`src/rtl/datapath_sequencer.sv`:
```
// Multi-cycle MiniSRC control FSM: fetch into IR, decode, drive one datapath phase per state.
// Latency (zero-wait): nop 2, ALU 5, st 4, ld 6, mul/div 3, br/jr 3, jal 6 cycles; memory strobes held until iMemReady.
// Backpressure: FETCH/MEM stall on iMemReady up to MEM_TIMEOUT cycles, then fault-halt. Illegal-op trap: DPSEQ_ILLEGAL_TRAP_EN.
module datapath_sequencer #(
    parameter int OPC_W       = 5,
    parameter int MEM_TIMEOUT = 255
) (
    input  logic        iClk,
    input  logic        iRst,
    input  logic [31:0] iMemData,
    input  logic        iMemReady,
    output logic        oMemRead,
    output logic        oMemWrite,
    input  logic        iJ_zero,
    input  logic        iJ_nZero,
    input  logic        iJ_pos,
    input  logic        iJ_neg,
    output logic        oPC_nRst,
    output logic        oPC_en,
    output logic        oPC_jmp,
    output logic        oPC_loadRA,
    output logic        oPC_loadImm,
    output logic        oRF_Write,
    output logic [3:0]  oRF_AddrA,
    output logic [3:0]  oRF_AddrB,
    output logic [3:0]  oRF_AddrC,
    output logic        oRWB_en,
    output logic        oRA_en,
    output logic        oRB_en,
    output logic        oRZH_en,
    output logic        oRZL_en,
    output logic        oRAS_en,
    output logic [3:0]  oALU_Ctrl,
    output logic        oMUX_BIS,
    output logic        oMUX_RZHS,
    output logic        oMUX_WBM,
    output logic        oMUX_MAP,
    output logic        oMUX_ASS,
    output logic        oMUX_WBP,
    output logic [31:0] oImm32,
    output logic        oHalted,
    output logic        oFault
);

    typedef enum logic [3:0] {
        S_RST, S_FETCH, S_DECODE, S_EXEC, S_MEM, S_WB, S_WRITE, S_BRANCH, S_HALT
    } state_t;

    localparam logic [OPC_W-1:0] OP_LD   = OPC_W'(0);
    localparam logic [OPC_W-1:0] OP_LDI  = OPC_W'(1);
    localparam logic [OPC_W-1:0] OP_ST   = OPC_W'(2);
    localparam logic [OPC_W-1:0] OP_ADD  = OPC_W'(3);
    localparam logic [OPC_W-1:0] OP_SUB  = OPC_W'(4);
    localparam logic [OPC_W-1:0] OP_AND  = OPC_W'(5);
    localparam logic [OPC_W-1:0] OP_OR   = OPC_W'(6);
    localparam logic [OPC_W-1:0] OP_ROR  = OPC_W'(7);
    localparam logic [OPC_W-1:0] OP_ROL  = OPC_W'(8);
    localparam logic [OPC_W-1:0] OP_SHR  = OPC_W'(9);
    localparam logic [OPC_W-1:0] OP_SHRA = OPC_W'(10);
    localparam logic [OPC_W-1:0] OP_SHL  = OPC_W'(11);
    localparam logic [OPC_W-1:0] OP_ADDI = OPC_W'(12);
    localparam logic [OPC_W-1:0] OP_ANDI = OPC_W'(13);
    localparam logic [OPC_W-1:0] OP_ORI  = OPC_W'(14);
    localparam logic [OPC_W-1:0] OP_MUL  = OPC_W'(15);
    localparam logic [OPC_W-1:0] OP_DIV  = OPC_W'(16);
    localparam logic [OPC_W-1:0] OP_NEG  = OPC_W'(17);
    localparam logic [OPC_W-1:0] OP_NOT  = OPC_W'(18);
    localparam logic [OPC_W-1:0] OP_BR   = OPC_W'(19);
    localparam logic [OPC_W-1:0] OP_JR   = OPC_W'(20);
    localparam logic [OPC_W-1:0] OP_JAL  = OPC_W'(21);
    localparam logic [OPC_W-1:0] OP_MFHI = OPC_W'(24);
    localparam logic [OPC_W-1:0] OP_MFLO = OPC_W'(25);
    localparam logic [OPC_W-1:0] OP_NOP  = OPC_W'(26);
    localparam logic [OPC_W-1:0] OP_HALT = OPC_W'(27);

    localparam logic [7:0] TMO_LAST = 8'(MEM_TIMEOUT - 1);

    state_t      state_q, state_d;
    logic [31:0] ir_q, ir_d;
    logic [7:0]  wait_q, wait_d;
    logic        fault_q, fault_d;
    logic        link_q, link_d;

    logic [OPC_W-1:0] opc;
    logic [3:0]       ra, rb, rc, alu_code;
    logic             uses_imm, legal, br_take, timeout;
    logic             is_ld, is_st, is_br, is_jr, is_jal, is_mfhi, is_mflo, is_muldiv;

    assign opc       = ir_q[31 -: OPC_W];
    assign ra        = ir_q[26:23];
    assign rb        = ir_q[22:19];
    assign rc        = ir_q[18:15];
    assign is_ld     = (opc == OP_LD);
    assign is_st     = (opc == OP_ST);
    assign is_br     = (opc == OP_BR);
    assign is_jr     = (opc == OP_JR);
    assign is_jal    = (opc == OP_JAL);
    assign is_mfhi   = (opc == OP_MFHI);
    assign is_mflo   = (opc == OP_MFLO);
    assign is_muldiv = (opc == OP_MUL) || (opc == OP_DIV);
    assign timeout   = (wait_q == TMO_LAST);

    assign oRF_AddrC = ra;
    assign oRF_AddrA = rb;
    assign oRF_AddrB = (is_st || is_br || is_jr || is_jal) ? ra : rc;
    assign oImm32    = {{13{ir_q[18]}}, ir_q[18:0]};
    assign oFault    = fault_q;

    always_comb begin
        alu_code = 4'd0;
        uses_imm = 1'b0;
        legal    = 1'b1;
        case (opc)
            OP_LD, OP_LDI, OP_ST, OP_ADDI: uses_imm = 1'b1;
            OP_ADD:  alu_code = 4'd0;
            OP_SUB:  alu_code = 4'd1;
            OP_AND:  alu_code = 4'd2;
            OP_OR:   alu_code = 4'd3;
            OP_ROR:  alu_code = 4'd4;
            OP_ROL:  alu_code = 4'd5;
            OP_SHR:  alu_code = 4'd6;
            OP_SHRA: alu_code = 4'd7;
            OP_SHL:  alu_code = 4'd8;
            OP_ANDI: begin alu_code = 4'd2; uses_imm = 1'b1; end
            OP_ORI:  begin alu_code = 4'd3; uses_imm = 1'b1; end
            OP_MUL:  alu_code = 4'd9;
            OP_DIV:  alu_code = 4'd10;
            OP_NEG:  alu_code = 4'd11;
            OP_NOT:  alu_code = 4'd12;
            OP_BR, OP_JR, OP_JAL, OP_MFHI, OP_MFLO, OP_NOP, OP_HALT: ;
            default: legal = 1'b0;
        endcase
    end

    always_comb begin
        case (ir_q[20:19])
            2'b00:   br_take = iJ_zero;
            2'b01:   br_take = iJ_nZero;
            2'b10:   br_take = iJ_pos;
            default: br_take = iJ_neg;
        endcase
    end

    always_comb begin
        state_d     = state_q;
        ir_d        = ir_q;
        wait_d      = 8'd0;
        fault_d     = fault_q;
        link_d      = link_q;
        oMemRead    = 1'b0;
        oMemWrite   = 1'b0;
        oPC_nRst    = 1'b1;
        oPC_en      = 1'b0;
        oPC_jmp     = 1'b0;
        oPC_loadRA  = 1'b0;
        oPC_loadImm = 1'b0;
        oRF_Write   = 1'b0;
        oRWB_en     = 1'b0;
        oRA_en      = 1'b0;
        oRB_en      = 1'b0;
        oRZH_en     = 1'b0;
        oRZL_en     = 1'b0;
        oRAS_en     = 1'b0;
        oALU_Ctrl   = 4'd0;
        oMUX_BIS    = 1'b0;
        oMUX_RZHS   = 1'b0;
        oMUX_WBM    = 1'b0;
        oMUX_MAP    = 1'b1;
        oMUX_ASS    = 1'b0;
        oMUX_WBP    = 1'b0;
        oHalted     = 1'b0;
        case (state_q)
            S_RST: begin
                oPC_nRst = 1'b0;
                state_d  = S_FETCH;
            end
            S_FETCH: begin
                oMemRead = 1'b1;
                link_d   = 1'b0;
                if (iMemReady) begin
                    ir_d    = iMemData;
                    oPC_en  = 1'b1;
                    state_d = S_DECODE;
                end else if (timeout) begin
                    fault_d = 1'b1;
                    state_d = S_HALT;
                end else begin
                    wait_d = wait_q + 8'd1;
                end
            end
            S_DECODE: begin
                oRA_en = 1'b1;
                oRB_en = 1'b1;
                if (!legal) begin
`ifdef DPSEQ_ILLEGAL_TRAP_EN
                    fault_d = 1'b1;
                    state_d = S_HALT;
`else
                    state_d = S_FETCH;
`endif
                end else if (opc == OP_NOP) begin
                    state_d = S_FETCH;
                end else if (opc == OP_HALT) begin
                    state_d = S_HALT;
                end else if (is_br || is_jr || is_jal) begin
                    state_d = S_BRANCH;
                end else begin
                    state_d = S_EXEC;
                end
            end
            S_EXEC: begin
                oALU_Ctrl = alu_code;
                oMUX_BIS  = uses_imm;
                if (is_muldiv) begin
                    oRAS_en = 1'b1;
                    state_d = S_FETCH;
                end else if (is_mfhi || is_mflo) begin
                    state_d = S_WB;
                end else begin
                    oRZL_en = 1'b1;
                    state_d = (is_ld || is_st) ? S_MEM : S_WB;
                end
            end
            S_MEM: begin
                oMUX_MAP  = 1'b0;
                oMemRead  = is_ld;
                oMemWrite = !is_ld;
                if (iMemReady) begin
                    // Loaded data is captured straight into the write-back register here.
                    oMUX_WBM = is_ld;
                    oRWB_en  = is_ld;
                    state_d  = is_ld ? S_WB : S_FETCH;
                end else if (timeout) begin
                    fault_d = 1'b1;
                    state_d = S_HALT;
                end else begin
                    wait_d = wait_q + 8'd1;
                end
            end
            S_WB: begin
                oRWB_en   = !is_ld;
                oMUX_ASS  = is_mfhi || is_mflo;
                oMUX_RZHS = is_mfhi;
                oMUX_WBP  = is_jal;
                state_d   = S_WRITE;
            end
            S_WRITE: begin
                oRF_Write = 1'b1;
                state_d   = is_jal ? S_BRANCH : S_FETCH;
            end
            S_BRANCH: begin
                state_d = S_FETCH;
                if (is_br) begin
                    oPC_jmp     = br_take;
                    oPC_loadImm = br_take;
                end else if (is_jal && !link_q) begin
                    // Link is written back first; the jump happens on the second visit.
                    link_d  = 1'b1;
                    state_d = S_WB;
                end else begin
                    oPC_jmp    = 1'b1;
                    oPC_loadRA = 1'b1;
                end
            end
            S_HALT: oHalted = 1'b1;
            default: state_d = S_RST;
        endcase
    end

    always_ff @(posedge iClk) begin
        if (iRst) begin
            state_q <= S_RST;
            ir_q    <= 32'd0;
            wait_q  <= 8'd0;
            fault_q <= 1'b0;
            link_q  <= 1'b0;
        end else begin
            state_q <= state_d;
            ir_q    <= ir_d;
            wait_q  <= wait_d;
            fault_q <= fault_d;
            link_q  <= link_d;
        end
    end

endmodule

```
`config.mk`:
```
export PLATFORM = sky130hd
export DESIGN_NAME = datapath_sequencer
export DESIGN_NICKNAME = d
export VERILOG_FILES = /design/src/rtl/datapath_sequencer.sv
export SDC_FILE = /design/constraint.sdc
export NUM_CORES = 1
export LEC_CHECK = 0
export BUFFER_PORTS_ARGS = -buffer_cell sky130_fd_sc_hd__clkbuf_2
export CORE_MARGIN = 8
export CORE_UTILIZATION = 48
export CTS_CLUSTER_DIAMETER = 200
export CTS_CLUSTER_SIZE = 40
export DETAILED_ROUTE_END_ITERATION = 7
export PLACE_DENSITY_LB_ADDON = 0.2
export SETUP_SLACK_MARGIN = 0.5
export SLEW_MARGIN = 10
export SYNTH_ARGS = -nofsm -noshare
export SYNTH_HDL_FRONTEND = slang
export SYNTH_SLANG_ARGS = --single-unit
```
`constraint.sdc`:
```
create_clock -name iClk -period 1.9 [get_ports iClk]
set_clock_uncertainty 0.1 [all_clocks]
set_input_delay 0.285 -clock iClk [delete_from_list [all_inputs] [get_ports iClk]]
set_output_delay 0.285 -clock iClk [all_outputs]
set_load 0.02 [all_outputs]
```
After elaboration in Yosys (flattened, before gate mapping)
Index checks and enable logic that the tools add are counted.
- add/subtract/negate cells: 1
- equality and inequality tests: 38
- muxes and demuxes: 52
- bitwise gates (word level): 2
- reduce and logical (&&, ||, !) cells: 24
- operators with widths (kind ; count):
    $eq 5x5->1 const B ; 10
    $pmux 4 s12 ; 1
    $eq 5x4->1 const B ; 8
    $pmux 4 s9 ; 1
    $mux 1 ; 32
    $mux 4 ; 8
    $reduce_or 26->1 ; 1
    $eq 5x3->1 const B ; 4
    $mux 3 ; 6
    $eq 4x3->1 const B ; 4
    $eq 5x2->1 const B ; 2
    $add 8x1->8 const B ; 1
    $eq 4x2->1 const B ; 2
    $eq 8x8->1 const B ; 1
    $logic_or 1x1->1 ; 8
    $pmux 1 s2 ; 3
    $reduce_and 3->1 ; 2
    $reduce_or 2->1 ; 3
    $reduce_or 6->1 ; 1
    $eq 5x1->1 const B ; 1
    $logic_not 5->1 ; 1
    $eq 4x1->1 const B ; 1
    $eq 4x4->1 const B ; 1
    $logic_not 4->1 ; 1
    other kinds (11) ; 14
- register bits after elaboration: 46
- input bits: 39
- output and inout bits: 70
- logic and storage cells: 122

Depth between registers and ports, before layout
- depth after elaboration: 8
- depth in mapped cells: 7
- depth with buffers taken out: 5

Least setup slack after synthesis
Ideal clock, no wire load.
- path type: flip-flop to output port
- start: register state_q[3]
- end: output port oRZL_en
- data arrival time: 1578 ps
- data required time: 1515 ps
- setup slack: -63 ps
- cell stages (with the launch flop): 7
- path buffers: 2
- cells stage by stage: dfxtp_1 -> buf_2 -> nand2b_1 -> or2_2 -> clkbuf_1 -> nand2b_1 -> a31oi_1
- cells in the longest elaborated chain, start to end: 2
- ends and longest elaborated chain (element ; RTL line ; text):
    from (decl) ; 78 ; state_t state_q, state_d;
    from (signal assigned) ; 278 ; state_q <= state_d;
    $eq 4x2->1 ; 172 ; case (state_q)
    $mux 1 ; 172 ;
    to (decl) ; 31 ; output logic oRZL_en,
No other way between the ends.

Worst setup path in the final report
- start: register ir_q[29]
- end: output port oRWB_en
- cells in the longest elaborated chain, start to end: 3
- elaborated cells between the ends (all ways): 4
- those cells by class: mux (2); reduce/logical (2)
- ends and longest elaborated chain (element ; RTL line ; text):
    from (decl) ; 79 ; logic [31:0] ir_q, ir_d;
    from (signal assigned) ; 279 ; ir_q <= ir_d;
    $logic_not 5->1 (*) ; 93 ; assign is_ld = (opc == OP_LD);
    $mux 1 / $logic_not 1->1 (equally long branches) ; 228, 241 ;
    $pmux 1 s2 (*) ; 172 ;
    to (decl) ; 27 ; output logic oRWB_en,
Mark *: on every way between the ends. The rest lies on a longest branch, timed or not.

==> flow_summary.json <==
{
  "status": "finished, violations left",
  "violations": "negative setup slack",
  "die_w_um": 89.5,
  "diodes": 0,
  "synth_area_leaders": "dfxtp_1 36%, buf_4 12%, nand2_1 11%, a21oi_1 8.1%, nor2_1 2.9%",
  "ff_latch_area_um2": 961,
  "crit_type": "reg -> out",
  "drive_above_1_share_pct": 68.3,
  "first_iter_violations": 219,
  "max_freq_mhz": 457,
  "insertion_delay_ps": 310,
  "grt_pass1_vias": 3044,
  "synth_most_common_cell": "nand2_1",
  "postSynthCellCount": 345,
  "grt_setup_unrepaired": "yes",
  "yosysTopAreaCell": "dfxtp_1",
  "cp.required_ps": 1510,
  "clock_sinks": 46,
  "viasPerCell": 5.81,
  "maxCapViolCount": 0,
  "wirelength_um": 12400,
  "power.density_nw_per_um2": 555,
  "synth_cell_types": 44,
  "cts_max_path_buffers": 2,
  "fillCellCount": 196,
  "power_mw": 2.61,
  "grt_pass1_wl_um": 15100,
  "netlist_area_um2": 2590,
  "yosys-top-cells-count": "76 x nand2_1, 46 x dfxtp_1, 43 x buf_4",
  "grt_use_total_pct": 24.7,
  "critPathCaptureType": "primary output",
  "synthAdderAreaFrac_pct": 1.35,
  "synth_compound_area_share_pct": 13.3,
  "rows": 26,
  "p_leak_nw": 1.97,
  "die-area_um2": 8010,
  "grt-ovfl-total": 0,
  "route.detailed.drc": 0,
  "initial_core_util_pct": 50.1,
  "min_path_type": "in -> reg",
  "gp_congestion": 0.852,
  "clk_pin_slew_ps": 90,
  "grt_max_degree": 34,
  "min_period_ps": 2190,
  "synthMuxAreaShare_pct": 2.60,
  "synth_seq_area_share_pct": 35.5,
  "firstDrtPassIters": 5,
  "die_h_um": 89.5,
  "path_max_fanout": 5,
  "htreeDepth": 2,
  "wl_per_cell_um": 22.6,
  "ys.flop_type": "dfxtp_1",
  "yosys_warnings": 0,
  "layout_setup_ws_ps": -290,
  "numPortBuffers": 107,
  "synth_xor_area_share_pct": 3.04,
  "synthArstFlopShare_pct": 0,
  "syn-mean-instance-area_um2": 7.52,
  "ir_drop_mv": 0.571,
  "io_pins": 109,
  "setup.worst_path.start_class": "register",
  "yosys.area_share.simple_pct": 26.7,
  "final-hold-violation-count": 0,
  "finalNetCount": 519,
  "synth_seq_cells": 46,
  "multi_input_area_um2": 1890,
  "critPathArrivalTime_ps": 1810,
  "vias": 3190,
  "cts_buffers": 5,
  "setup_viol": 32,
  "antenna_found_initial": 0,
  "cts_tree": "yes",
  "finalCritPeriodShare_pct": 115,
  "clockRootBuffer": "clkbuf_8",
  "post-route-util_pct": 90.9,
  "ant_nets": 0,
  "syn_to_final_growth_pct": 81.3,
  "dpl_cell_area_um2": 3100,
  "core_area_um2": 5170,
  "slew_viol_final": 0,
  "synth_top_family_by_area": "simple AND/OR/NAND/NOR gates",
  "synth_fp_nets": 386,
  "dp_hpwl_um": 5250,
  "fin_area_um2": 4700,
  "synth-edff-count": 0,
  "synth_top_area_share_pct": 35.5
}
[area by class of cell]
cell class	count	share of cell area (%)
Clock buffer	7	1.84
Clock inverter	1	0.186
Inverter	9	0.905
Multi-Input combinational cell	226	40.1
Sequential cell	46	20.4
Tap cell	70	1.86
Timing Repair Buffer	190	34.6
[final timing paths]
path | start | end | slack [ps] | depth (start not counted)
max | ir_q[29] | oRWB_en | -290 | 6
min | iMemData[19] | ir_q[19] | 90 | 3
max reg2reg | state_q[3] | state_q[2] | -60 | 7
min reg2reg | ir_q[2] | ir_q[2] | 360 | 2
[metrics by stage]
step / setup WS [ps] / instances / hold WS [ps] / setup TNS [ps]
after floorplan: 232 / 345 / 313 / 0
after global placement: 71.0 / 474 / 342 / 0
after detailed placement: 11.2 / 474 / 346 / 0
after CTS: -151 / 526 / 74.2 / -1630
after global routing: -331 / 549 / 78.1 / -4990
final: -290 / 549 / 86.2 / -3590
[logic make-up (layout without fill, tap and decap cells)]
group,count (synthesis),after routing
simple gates,149,149
buf+inv,73,207
compound gates,59,59
flops,46,46
xor+xnor,9,9
mux,5,5
fa+ha+maj,3,3
other cells,1,1
[cell usage in the layout (no fill, tap or decap), types with 7 or more instances in the layout]
master / netlist / final
clkbuf_2: 0 / 80
nand2_1: 76 / 53
buf_4: 43 / 45
dfxtp_1: 46 / 34
buf_6: 1 / 31
a21oi_1: 42 / 23
buf_8: 0 / 21
a21oi_2: 0 / 17
nand2_2: 0 / 16
clkbuf_8: 0 / 11
dfxtp_4: 0 / 10
nor2_4: 0 / 9
nand2b_4: 0 / 7
nand2_4: 0 / 7
nor2_2: 0 / 7
[metal layers]
layer,wire (µm),share of wire (%),up-vias,track usage (%)
li1,-,-,1373,-
met1,4460,36,1502,26.1
met2,6100,49,244,45.5
met3,1100,8.8,71,6.43
met4,769,6.2,0,9.52
met5,0,0,-,0
[sequential cells by signal, indices dropped and copies added, names as in the netlist]
signal   flops
state_q      4
oFault       1
ir_q        32
link_q       1
wait_q       8
[critical path, stage by stage (launching register included)]
cell and delay [ps]:
dfxtp_4 380, buf_8 130, nor3_4 240, nor3b_4 320
nand3_2 170, o21ai_2 100, clkbuf_8 160
[repair_timing]
| action | in CTS | in global routing |
|---|---|---|
| gates cloned | 3 | 0 |
| hold buffers | 0 | 0 |
| buffers inserted | 41 | 23 |
| setup endpoints to repair | 88 | 74 |
| hold endpoints to repair | 0 | 0 |
| resized for setup | 174 | 74 |
| pin swaps | 37 | 28 |
[where the power goes]
group	leakage (nW)	total (mW)	internal, mW	switching, mW
combinational	1.54	0.893	0.432	0.462
clock	0.0489	0.660	0.301	0.358
sequential	0.382	1.06	1.00	0.0558
total	1.97	2.61	1.73	0.876
Power figures use the tool's default switching activity.
